$ cat config.mk
export PLATFORM = sky130hd
export DESIGN_NAME = gpu_frame_sched
export DESIGN_NICKNAME = d
export VERILOG_FILES = /design/src/rtl/gpu_frame_sched.sv
export SDC_FILE = /design/constraint.sdc
export NUM_CORES = 1
export LEC_CHECK = 0
export BUFFER_PORTS_ARGS = -buffer_cell sky130_fd_sc_hd__buf_4
export CELL_PAD_IN_SITES_DETAIL_PLACEMENT = 0
export CELL_PAD_IN_SITES_GLOBAL_PLACEMENT = 1
export CORE_ASPECT_RATIO = 1.1
export CORE_UTILIZATION = 24
export CTS_BUF_LIST = sky130_fd_sc_hd__clkbuf_4
export CTS_CLUSTER_DIAMETER = 100
export DETAILED_ROUTE_END_ITERATION = 8
export GPL_ROUTABILITY_DRIVEN = 0
export PLACE_DENSITY_LB_ADDON = 0.1
export RECOVER_POWER = 25
export SLEW_MARGIN = 40
export SYNTH_ARGS = -nofsm -noshare
export SYNTH_HDL_FRONTEND = slang
export SYNTH_SLANG_ARGS = --single-unit
$ cat constraint.sdc
create_clock -name clk -period 1.8 [get_ports clk]
set_input_delay 0.18 -clock clk [delete_from_list [all_inputs] [get_ports clk]]
set_output_delay 0.18 -clock clk [all_outputs]
set_load 0.03 [all_outputs]
$ cat src/rtl/gpu_frame_sched.sv
// Per-frame GPU op scheduler: one clear op, then a round-robin merge of requester op
// lists into the GPU op FIFO, a drain wait, and a one-cycle swap pulse.
module gpu_frame_sched #(
    parameter int N_SRC       = 2,
    parameter int OP_WIDTH    = 32,
    parameter int IDLE_CYCLES = 4
) (
    input  logic                      clk,
    input  logic                      rst_n,
    input  logic                      i_frame_start,
    input  logic [OP_WIDTH-1:0]       i_clear_op,
    input  logic [N_SRC-1:0]          i_src_valid,
    input  logic [N_SRC*OP_WIDTH-1:0] i_src_op,
    input  logic [N_SRC-1:0]          i_src_last,
    output logic [N_SRC-1:0]          o_src_ready,
    input  logic                      i_fifo_full,
    input  logic                      i_fifo_empty,
    input  logic                      i_gpu_busy,
    output logic                      o_fifo_wr_en,
    output logic [OP_WIDTH-1:0]       o_fifo_din,
    output logic                      o_swap,
    output logic                      o_busy,
    output logic [7:0]                o_overrun_cnt
);
    localparam int RR_W = (N_SRC > 1) ? $clog2(N_SRC) : 1;

    typedef enum logic [2:0] {IDLE, CLEAR, ARB, DRAIN, SWAP} state_t;

    state_t           r_state, w_state_nxt;
    logic [RR_W-1:0]  r_rr, w_rr_nxt;
    logic [N_SRC-1:0] r_done, w_done_nxt;
    logic [3:0]       r_idle_cnt, w_idle_nxt;
    logic             r_swap, r_busy;
    logic [7:0]       r_ovr;
    logic [N_SRC-1:0] w_elig;
    logic             w_gnt_vld;
    logic [RR_W-1:0]  w_gnt;

    assign w_elig = i_src_valid & ~r_done;

    // Scan offsets from the far end so the smallest offset from r_rr wins.
    always_comb begin
        w_gnt_vld = 1'b0;
        w_gnt     = '0;
        for (int k = N_SRC - 1; k >= 0; k--) begin
            for (int i = 0; i < N_SRC; i++) begin
                if (w_elig[i] && i == (int'(r_rr) + k) % N_SRC) begin
                    w_gnt_vld = 1'b1;
                    w_gnt     = RR_W'(i);
                end
            end
        end
    end

    always_comb begin
        w_state_nxt  = r_state;
        w_rr_nxt     = r_rr;
        w_done_nxt   = r_done;
        w_idle_nxt   = r_idle_cnt;
        o_src_ready  = '0;
        o_fifo_wr_en = 1'b0;
        o_fifo_din   = '0;
        case (r_state)
            IDLE: begin
                if (i_frame_start) begin
                    w_state_nxt = CLEAR;
                    w_done_nxt  = '0;
                end
            end
            CLEAR: begin
                if (!i_fifo_full) begin
                    o_fifo_wr_en = 1'b1;
                    o_fifo_din   = i_clear_op;
                    w_state_nxt  = ARB;
                end
            end
            ARB: begin
                if (!i_fifo_full && w_gnt_vld) begin
                    o_fifo_wr_en = 1'b1;
                    for (int i = 0; i < N_SRC; i++) begin
                        if (w_gnt == RR_W'(i)) begin
                            o_src_ready[i] = 1'b1;
                            o_fifo_din     = i_src_op[i*OP_WIDTH +: OP_WIDTH];
                            if (i_src_last[i]) w_done_nxt[i] = 1'b1;
                        end
                    end
                    w_rr_nxt = (w_gnt == RR_W'(N_SRC - 1)) ? '0 : RR_W'(w_gnt + 1'b1);
                    // The final accept and the move to DRAIN share this cycle.
                    if (&w_done_nxt) begin
                        w_state_nxt = DRAIN;
                        w_idle_nxt  = '0;
                    end
                end
            end
            DRAIN: begin
                if (i_fifo_empty && !i_gpu_busy) begin
                    w_idle_nxt = r_idle_cnt + 4'd1;
                    if (w_idle_nxt == 4'(IDLE_CYCLES)) w_state_nxt = SWAP;
                end else begin
                    w_idle_nxt = '0;
                end
            end
            SWAP:    w_state_nxt = IDLE;
            default: w_state_nxt = IDLE;
        endcase
    end

    always_ff @(posedge clk or negedge rst_n) begin
        if (!rst_n) begin
            r_state    <= IDLE;
            r_rr       <= '0;
            r_done     <= '0;
            r_idle_cnt <= '0;
            r_swap     <= 1'b0;
            r_busy     <= 1'b0;
            r_ovr      <= '0;
        end else begin
            r_state    <= w_state_nxt;
            r_rr       <= w_rr_nxt;
            r_done     <= w_done_nxt;
            r_idle_cnt <= w_idle_nxt;
            r_swap     <= (w_state_nxt == SWAP);
            r_busy     <= (w_state_nxt != IDLE);
            if (i_frame_start && r_state != IDLE && r_ovr != 8'hFF) r_ovr <= r_ovr + 8'd1;
        end
    end

    assign o_swap        = r_swap;
    assign o_busy        = r_busy;
    assign o_overrun_cnt = r_ovr;
endmodule

==> impl_metrics.yaml, run 1 <==
outcome:
  status: "finished, violations left"
  failed_checks: "negative setup slack"
floorplan:
  start_util: 0.2540
  ios: 151
  fp.coreArea_um2: 6710
  die_w_um: 82.35
  num_rows: 31
  fp.dieArea_um2: 7442
  die-height_um: 90.38
power:
  pwr-share-clk: 0.100
  fin_total_pwr_mw: 3.731
  p_int_mw: 2.057
  switching_share: 0.4488
  switching_power_mw: 1.674
  peakVddDrop_mv: 0.6933
  seq_power_share: 0.211
  p_leak_nw: 1.533
  power_frac_comb: 0.689
  powerDensity_nw_per_um2: 1163
clocking:
  cts-root-buf: "clkbuf_4"
  clk_latency_ns: 0.30
  cts_tree: "yes"
  cts_buffers: 3
  clkTransAtPathRegs_ns: 0.12
  clk_path_buf_depth: 2
  clock_sinks: 20
  ctsHtreeMaxLevel: 1
grt:
  grt_usage: 0.1713
  overflow: 0
  antenna_found_initial: 0
  grt_start_max_net_pins: 34
  grt_pass1_wl_um: 9942
  grt_pass1_vias: 1986
timing:
  min_period_over_period: 1.145
  setup_viol: 34
  fmax_mhz: 485.3
  hold_viol_final: 0
  clock_skew_ns: 0.004740
  maxSlewHeadroom: 0.2789
  rsz0062_at_grt: "true"
  timing.final.ws_setup_ns: -0.2607
  max_slew.worst_pin.slew_ns: 1.082
  min_period_ns: 2.061
  slew_violations: 0
  whs_ns: 0.1292
route:
  drt_iter0_drc: 55
  drt_first_pass_iters: 6
  via_count: 2045
  viasPerCell: 4.869
  wire_per_inst_um: 16.14
  wl_um: 6778
  ant_nets: 0
  route.detailed.drc: 0
yosys:
  ys_ff_latch: 20
  async_flop_share: 1.000
  synth_area_leaders: "dfrtp_1, a221o_1, and2_1"
  synth_enable_flop_cells: 0
  ys_warn_count: 0
  synth_cells: 180
  synth_top_area_cell: "dfrtp_1"
  synth_ff_type: "dfrtp_1"
  synth_top_cell_area_share: 0.2937
  synth_area_um2: 1704
  syn_nets: 288
  seq_area_frac_synth: 0.2937
  syn_area_per_cell_um2: 9.467
  yosysUniqueCellTypes: 47
setup_path:
  critPathMaxStageDelay_ns: 0.46
  rr_endpoint: "o_overrun_cnt[1]"
  required_ns: 1.62
  path_buf_inv: 2
  cp.depth: 6
  critical_path_class: "reg2out"
  start_kind: "flop"
  r2r_slack_ns: 0.13
  cp_top_family: "flip-flops"
  r2r_cells: 4
  end_kind: "primary output"
  critical_path.max_fanout: 33
  crit_path_cell_trace: "nor4b_4 -> nand2_2 -> a21oi_4 -> buf_12 -> a221o_1 -> buf_6"
  critPathSlowestCell: "dfrtp_2"
  worstPathArrival_ns: 1.88
  worstReg2RegStart: "o_overrun_cnt[0]"
  endpoint: "o_fifo_din[24]"
  startpoint: "r_state[0]"
placed_design:
  place_inst: 412
  port-buffer-count: 150
  dp_hpwl_um: 5388
finish:
  antennaDiodeCount: 0
  final_nets: 447
  n_fill_cell: 687
  syn_to_final_growth_pct: 88.33
  drive_above_1_share: 0.5503
  finalNonFillerCells: 420
job:
  cap_viol_max_count: 0
min_path:
  hold_class: "in2reg"
## what timing repair did
action | CTS | global route
setup buffers | 2 | 1
hold buffers | 1 | 0
pin swaps | 2 | 0
endpoints found under the setup margin | 35 | 35
gates resized for setup | 41 | 2
hold endpoints to repair | 20 | 0
## cells by family (layout without fill, tap and decap cells)
kind of cell | Yosys count | in the layout | share of synthesized area
buffers and inverters | 21 | 179 | 0.08077
DFF | 20 | 20 | 0.2937
muxes | 1 | 1 | 0.006607
AOI/OAI and AO/OA | 55 | 55 | 0.2900
adders and majority gates | 2 | 2 | 0.01468
and+or+nand+nor | 74 | 74 | 0.2783
xor gates and xnor gates | 7 | 7 | 0.03598
## layout by cell type (no fill, tap or decap), types with 2 or more instances in the layout
master / n
a21oi_1: 3
nand4_1: 3
dfrtp_2: 2
buf_4: 129
a221o_1: 32
inv_1: 7
nor2_1: 6
nor3_1: 2
and2_1: 32
a21o_1: 2
nor4_1: 2
or3_1: 2
clkbuf_4: 3
a21oi_4: 2
buf_12: 3
nand3_1: 3
nand2_2: 2
dfrtp_1: 18
o21ai_0: 5
xnor2_1: 6
a31oi_1: 2
buf_6: 33
ha_1: 2
nand2_1: 7
## cell usage after synthesis, types with 2 or more instances
cell      count
a21oi_1       3
nor3_1        3
nand4_1       3
buf_6         7
a21oi_4       2
dfrtp_1      20
nor4_1        2
and2_1       32
or3_1         2
nand3_1       3
and2b_1       2
a21o_1        2
xnor2_1       6
inv_1         7
ha_1          2
buf_2         2
nand2_2       2
a221o_1      32
o21ai_0       5
nor2_1        6
nand2_1       7
a31oi_1       2
clkbuf_1      3
nand2b_1      2
## power by group through the flow
stage / combinational, mW / clock (mW) / sequential, mW
2_1_floorplan: 1.31 / 0 / 0.915
3_3_place_gp: 2.34 / 0 / 0.799
3_5_place_dp: 2.34 / 0 / 0.804
4_1_cts: 2.58 / 0.384 / 0.788
5_1_grt: 2.75 / 0.404 / 0.816
6_report: 2.57 / 0.373 / 0.787
## flip-flops by register name, summed over array words and instances (netlist names)
register and count:
o_overrun_cnt 8, o_swap 1, r_done 2, r_idle_cnt 4, o_busy 1, r_state 3
r_rr 1
## worst min-delay path by stage
stage	start	end	slack [ns]	cells past startpoint
6_report	i_frame_start	o_busy	0.13	3
5_1_grt	i_frame_start	o_busy	0.12	3
4_1_cts	i_frame_start	o_busy	0.12	3
3_5_place_dp	rst_n	o_overrun_cnt[1]	0.08	1
3_3_place_gp	rst_n	o_overrun_cnt[3]	0.08	1
2_1_floorplan	rst_n	o_busy	-0.12	0
## per-stage QoR
stage / util / worst slack, ns / cell area, µm² / TNS (ns)
2_1_floorplan: - / 0.01435 / 1713 / 0
6_report: 0.4783 / -0.2607 / 3209 / -7.879
4_1_cts: 0.4770 / -0.2805 / 3201 / -8.482
5_1_grt: 0.4783 / -0.3649 / 3209 / -11.13
3_3_place_gp: 0.4425 / 0.1021 / 2969 / 0
3_5_place_dp: 0.4425 / 0.06775 / 2969 / 0
## worst register-to-register path, stage by stage (launching register included)
cell     delay, ns
dfrtp_2       0.42
ha_1          0.22
and4_1        0.24
a41oi_2       0.33
mux2_2        0.37
## area by class of cell
type | instances | area, µm² | share of cell area
Clock inverter | 1 | 30.03 | 0.009357
Timing Repair Buffer | 167 | 1414 | 0.4405
Multi-Input combinational cell | 139 | 1107 | 0.3450
Tap cell | 82 | 102.6 | 0.03197
Inverter | 8 | 30.03 | 0.009357
Sequential cell | 20 | 503.0 | 0.1567
Clock buffer | 3 | 22.52 | 0.007018
## routing by layer
metal / GRT usage / part of all wire
met2: 0.3037 / 0.50
met1: 0.1890 / 0.37
met3: 0.05657 / 0.12
met4: 0.04678 / 0.0087
met5: 0 / 0
No activity file was read; power rests on OpenSTA's default activity.
==> inputs of run 2 (changes only) <==
--- a/config.mk
+++ b/config.mk
@@ -8,7 +8,7 @@
 export BUFFER_PORTS_ARGS = -buffer_cell sky130_fd_sc_hd__buf_4
 export CELL_PAD_IN_SITES_DETAIL_PLACEMENT = 0
 export CELL_PAD_IN_SITES_GLOBAL_PLACEMENT = 1
-export CORE_ASPECT_RATIO = 1.1
+export CORE_ASPECT_RATIO = 1.75
 export CORE_UTILIZATION = 24
 export CTS_BUF_LIST = sky130_fd_sc_hd__clkbuf_4
 export CTS_CLUSTER_DIAMETER = 100
==> run 2 against run 1 <==
The run still ends with negative setup slack left; fmax is 0.98% lower; non-clock buffer count is 5 higher; combinational power hardly changed; global-route usage is 0.43 points lower; utilization is 0.072 points lower; critical path depth stayed put; power is 3.4% lower; critical path type unchanged; critical endpoint is now o_fifo_din[3]; largest power group unchanged; highest routed layer unchanged.
==> impl_metrics.yaml, run 2 (same netlist as run 1, synthesis figures left out) <==
outcome:
  status: "finished, violations left"
  failed_checks: "negative setup slack"
timing:
  clock_skew_ns: 0.001229
  maxSlewHeadroom: 0.2583
  rsz0062_at_grt: "true"
  slew_violations: 0
  final.setup.tns_ns: -6.943
  setup_viol: 35
  hold_viol_final: 0
  min_period_over_period: 1.156
  whs_ns: 0.1246
  min_period_ns: 2.081
  fmax_mhz: 480.5
  timing.final.ws_setup_ns: -0.2811
  max_slew.worst_pin.slew_ns: 1.113
setup_path:
  start_kind: "flop"
  critical_path_class: "reg2out"
  required_ns: 1.62
  critical_path.max_fanout: 17
  end_kind: "primary output"
  worstPathArrival_ns: 1.90
placed_design:
  dpl_worst_slack_ns: 0.02113
  dp_hpwl_um: 5309
  place_inst: 414
  placed_area_um2: 2972
  port-buffer-count: 150
clocking:
  clk_path_buf_depth: 2
  clkTransAtPathRegs_ns: 0.11
  cts-root-buf: "clkbuf_4"
  clock_sinks: 20
  cts_tree: "yes"
  clk_latency_ns: 0.29
  cts_buffers: 3
  ctsHtreeMaxLevel: 1
finish:
  final_cell_mix: "buf_4, buf_6, and2_1, a221o_1, dfrtp_1"
  finalNonFillerCells: 427
  syn_to_final_growth_pct: 92.14
  antennaDiodeCount: 0
  finish.utilization: 0.4776
  final_nets: 452
  fin_area_um2: 3274
  drive_above_1_share: 0.5481
  mostFrequentLayoutCell: "buf_4"
  largest_reg_flops: 8
floorplan:
  fp.coreArea_um2: 6857
  num_rows: 40
  die_w_um: 65.70
  ios: 151
  fp.dieArea_um2: 7455
  start_util: 0.2485
  die-height_um: 113.5
grt:
  overflow: 0
  grt_pass1_vias: 1973
  grt_usage: 0.1669
  grt_pass1_wl_um: 9687
  grt_start_max_net_pins: 35
  antenna_found_initial: 0
route:
  drt_iter0_drc: 73
  route.detailed.drc: 0
  wl_um: 7026
  ant_nets: 0
  wire_per_inst_um: 16.45
  drt_first_pass_iters: 4
  via_count: 2048
  viasPerCell: 4.796
power:
  p_leak_nw: 1.565
  fin_total_pwr_mw: 3.604
  powerDensity_nw_per_um2: 1101
  peakVddDrop_mv: 0.7859
min_path:
  hold_class: "in2reg"
job:
  cap_viol_max_count: 0
run 2: cell count changes in the layout (fill, tap and decap cells not counted), moves of 2 or more:
cell and delta:
buf_4 -2, buf_6 +2, buf_8 +2, clkbuf_16 +2
run 2: final cells by class:
type / count / area (µm²)
well taps: 84 / 105.1
inverters: 8 / 32.53
fillers: 688 / 3582
repair buffers: 172 / 1521
clock buffers: 3 / 22.52
multi-input cells: 139 / 1086
flip-flops and latches: 20 / 503.0
clock inverters: 1 / 3.754
run 2: metal layers:
layer	GRT usage	vias up	wire length, µm
li1	-	1015	-
met5	0	-	0
met1	0.1590	923	2309
met2	0.3361	102	3964
met4	0.05797	0	150
met3	0.02900	8	601
run 2: what timing repair did:
action                                  in CTS  in global routing
resized for setup                           38                  6
cloned                                       1                  3
hold endpoints to repair                    20                  0
setup buffers                                2                  3
hold buffers                                 1                  0
pin swaps                                    6                  4
endpoints found under the setup margin      35                 37
run 2: worst max-delay path, stage by stage, from the launching register on:
cell and delay (ns):
dfrtp_1 0.42, and2b_1 0.33, nand2_2 0.11, a21oi_4 0.19, buf_12 0.18, a221o_1 0.22, buf_6 0.15
run 2: power breakdown:
part / leakage (nW) / internal (mW) / switching [mW] / total [mW]
clock network: 0.0154 / 0.0807 / 0.136 / 0.216
registers: 0.248 / 0.612 / 0.180 / 0.792
logic: 1.30 / 1.25 / 1.34 / 2.60
run 2: final timing paths:
check,startpoint,endpoint,slack [ns],cells after the start
setup reg to reg,r_state[0],o_overrun_cnt[1],0.11,6
min in group asynchronous,rst_n,r_idle_cnt[1],0.60,2
hold / removal,i_frame_start,o_busy,0.12,3
max in group asynchronous,rst_n,o_overrun_cnt[0],0.46,2
setup / recovery,r_done[1],o_fifo_din[3],-0.28,6
hold reg to reg,o_overrun_cnt[7],o_overrun_cnt[7],0.51,1
==> inputs of run 3 (changes only) <==
--- a/config.mk
+++ b/config.mk
@@ -8,7 +8,7 @@
 export BUFFER_PORTS_ARGS = -buffer_cell sky130_fd_sc_hd__buf_4
 export CELL_PAD_IN_SITES_DETAIL_PLACEMENT = 0
 export CELL_PAD_IN_SITES_GLOBAL_PLACEMENT = 1
-export CORE_ASPECT_RATIO = 1.75
+export CORE_ASPECT_RATIO = 0.6
 export CORE_UTILIZATION = 24
 export CTS_BUF_LIST = sky130_fd_sc_hd__clkbuf_4
 export CTS_CLUSTER_DIAMETER = 100
==> run 3 against run 2 <==
The flow still finishes with violations (negative setup slack); register-to-register slack worse by 0.02 ns; clock-buffer cell count unchanged; utilization up 1.6 points; first-iteration DRC count is 47% higher; sequential share of layout area shrank 0.28 points; global-route usage fell by 0.60 points; fmax is 0.29% lower; critical path depth up 1; power grew 6.0%; final cell count is 1.2% higher; largest power group unchanged.
==> impl_metrics.yaml, run 3 (same netlist as run 1, synthesis figures left out) <==
outcome:
  status: "finished, violations left"
  failed_checks: "negative setup slack"
clocking:
  clock_sinks: 20
  cts_tree: "yes"
  cts_buffers: 3
  clk_path_buf_depth: 2
  clk_latency_ns: 0.30
  cts-root-buf: "clkbuf_4"
  ctsHtreeMaxLevel: 1
  clkTransAtPathRegs_ns: 0.12
timing:
  min_period_over_period: 1.160
  max_slew.worst_pin.slew_ns: 1.102
  min_period_ns: 2.087
  maxSlewHeadroom: 0.2652
  timing.final.ws_setup_ns: -0.2872
  hold_viol_final: 0
  setup_viol: 35
  whs_ns: 0.1302
  rsz0062_at_grt: "true"
  slew_violations: 0
  fmax_mhz: 479.1
  clock_skew_ns: 0.005109
setup_path:
  critical_path.max_fanout: 8
  crit_path_cell_trace: "nor4b_4 -> nand2_2 -> a21oi_4 -> buf_12 -> clkbuf_16 -> a221o_1 -> buf_6"
  required_ns: 1.62
  critPathMaxStageDelay_ns: 0.44
  critical_path_class: "reg2out"
  critPathSlowestCell: "dfrtp_2"
  end_kind: "primary output"
  start_kind: "flop"
  worstPathArrival_ns: 1.91
min_path:
  hold_class: "in2reg"
floorplan:
  num_rows: 23
  die_w_um: 110.8
  die-height_um: 67.27
  fp.coreArea_um2: 6763
  fp.dieArea_um2: 7453
  ios: 151
  start_util: 0.2520
power:
  powerDensity_nw_per_um2: 1146
  fin_total_pwr_mw: 3.820
  p_leak_nw: 1.593
  peakVddDrop_mv: 0.5501
grt:
  grt_pass1_wl_um: 9542
  grt_pass1_vias: 1969
  grt_usage: 0.1610
  antenna_found_initial: 0
  grt_start_max_net_pins: 34
  overflow: 0
finish:
  mostFrequentLayoutCell: "buf_4"
  antennaDiodeCount: 0
  n_fill_cell: 662
  regArea_um2: 503.0
  final_cell_mix: "buf_4, buf_6, and2_1, a221o_1, dfrtp_1"
  drive_above_1_share: 0.5565
  finish.utilization: 0.4931
  multiInputGateArea_um2: 1087
  final_nets: 454
  syn_to_final_growth_pct: 95.67
  finalNonFillerCells: 432
  largest_reg_flops: 8
route:
  wl_um: 6614
  drt_iter0_drc: 107
  wl_met1_um: 3003
  top_layer: "met4"
  dr_wl_met3_um: 470
  via_count: 2081
  route.detailed.drc: 0
  wl_met2_um: 3127
  drt_first_pass_iters: 5
  wire_per_inst_um: 15.31
  viasPerCell: 4.817
  ant_nets: 0
placed_design:
  place_inst: 418
  port-buffer-count: 150
  dp_hpwl_um: 4925
job:
  cap_viol_max_count: 0
-- run 3: path summary, 6_finish.rpt --
kind                                  start                to  slack, ns  cells after the start
min in group asynchronous             rst_n            o_busy       0.59                      2
max reg2reg                o_overrun_cnt[0]  o_overrun_cnt[1]       0.09                      4
min                           i_frame_start            o_busy       0.13                      3
min reg2reg                o_overrun_cnt[7]  o_overrun_cnt[7]       0.52                      1
max                              r_state[0]    o_fifo_din[17]      -0.29                      7
max in group asynchronous             rst_n        r_state[0]       0.48                      2
-- run 3: cell type report --
class,count,area share
clock buffers,3,0.006754
repair buffers,174,0.4657
inverters,8,0.009006
well taps,87,0.03265
clock inverters,1,0.009006
flip-flops and latches,20,0.1508
multi-input cells,139,0.3261
-- run 3: power breakdown --
part,internal [mW],switching [mW]
combinational,1.31,1.36
clock,0.225,0.145
sequential,0.612,0.175
-- run 3: repair_timing --
item                                    CTS  global route
endpoints found under the hold margin    20             0
setup buffers                             4             2
endpoints found under the setup margin   35            37
pin swaps                                21            15
resized for setup                        40             5
cloned                                    2             2
hold buffers                              1             0
-- run 3: layer usage --
layer	GRT usage	up-vias
li1	-	1022
met1	0.2170	964
met2	0.2663	93
met3	0.04578	2
met4	0.01667	0
met5	0	-
-- run 3: worst max-delay path: cells and delay by family (launching register included) --
kind	cells	cell delay, ns
flip-flops	1	0.44
buffers and inverters	3	0.42
AO/OA/AOI/OAI	2	0.33
AND/OR/NAND/NOR	2	0.42
-- run 3: per-stage QoR --
stage	setup TNS (ns)	worst slack (ns)	instance area, µm²
after floorplan	0	0.01435	1713
after global placement	0	0.04851	2983
after detailed placement	0	0.03047	2983
after CTS	-10.56	-0.3280	3278
after global routing	-12.95	-0.4080	3334
final	-8.998	-0.2872	3334
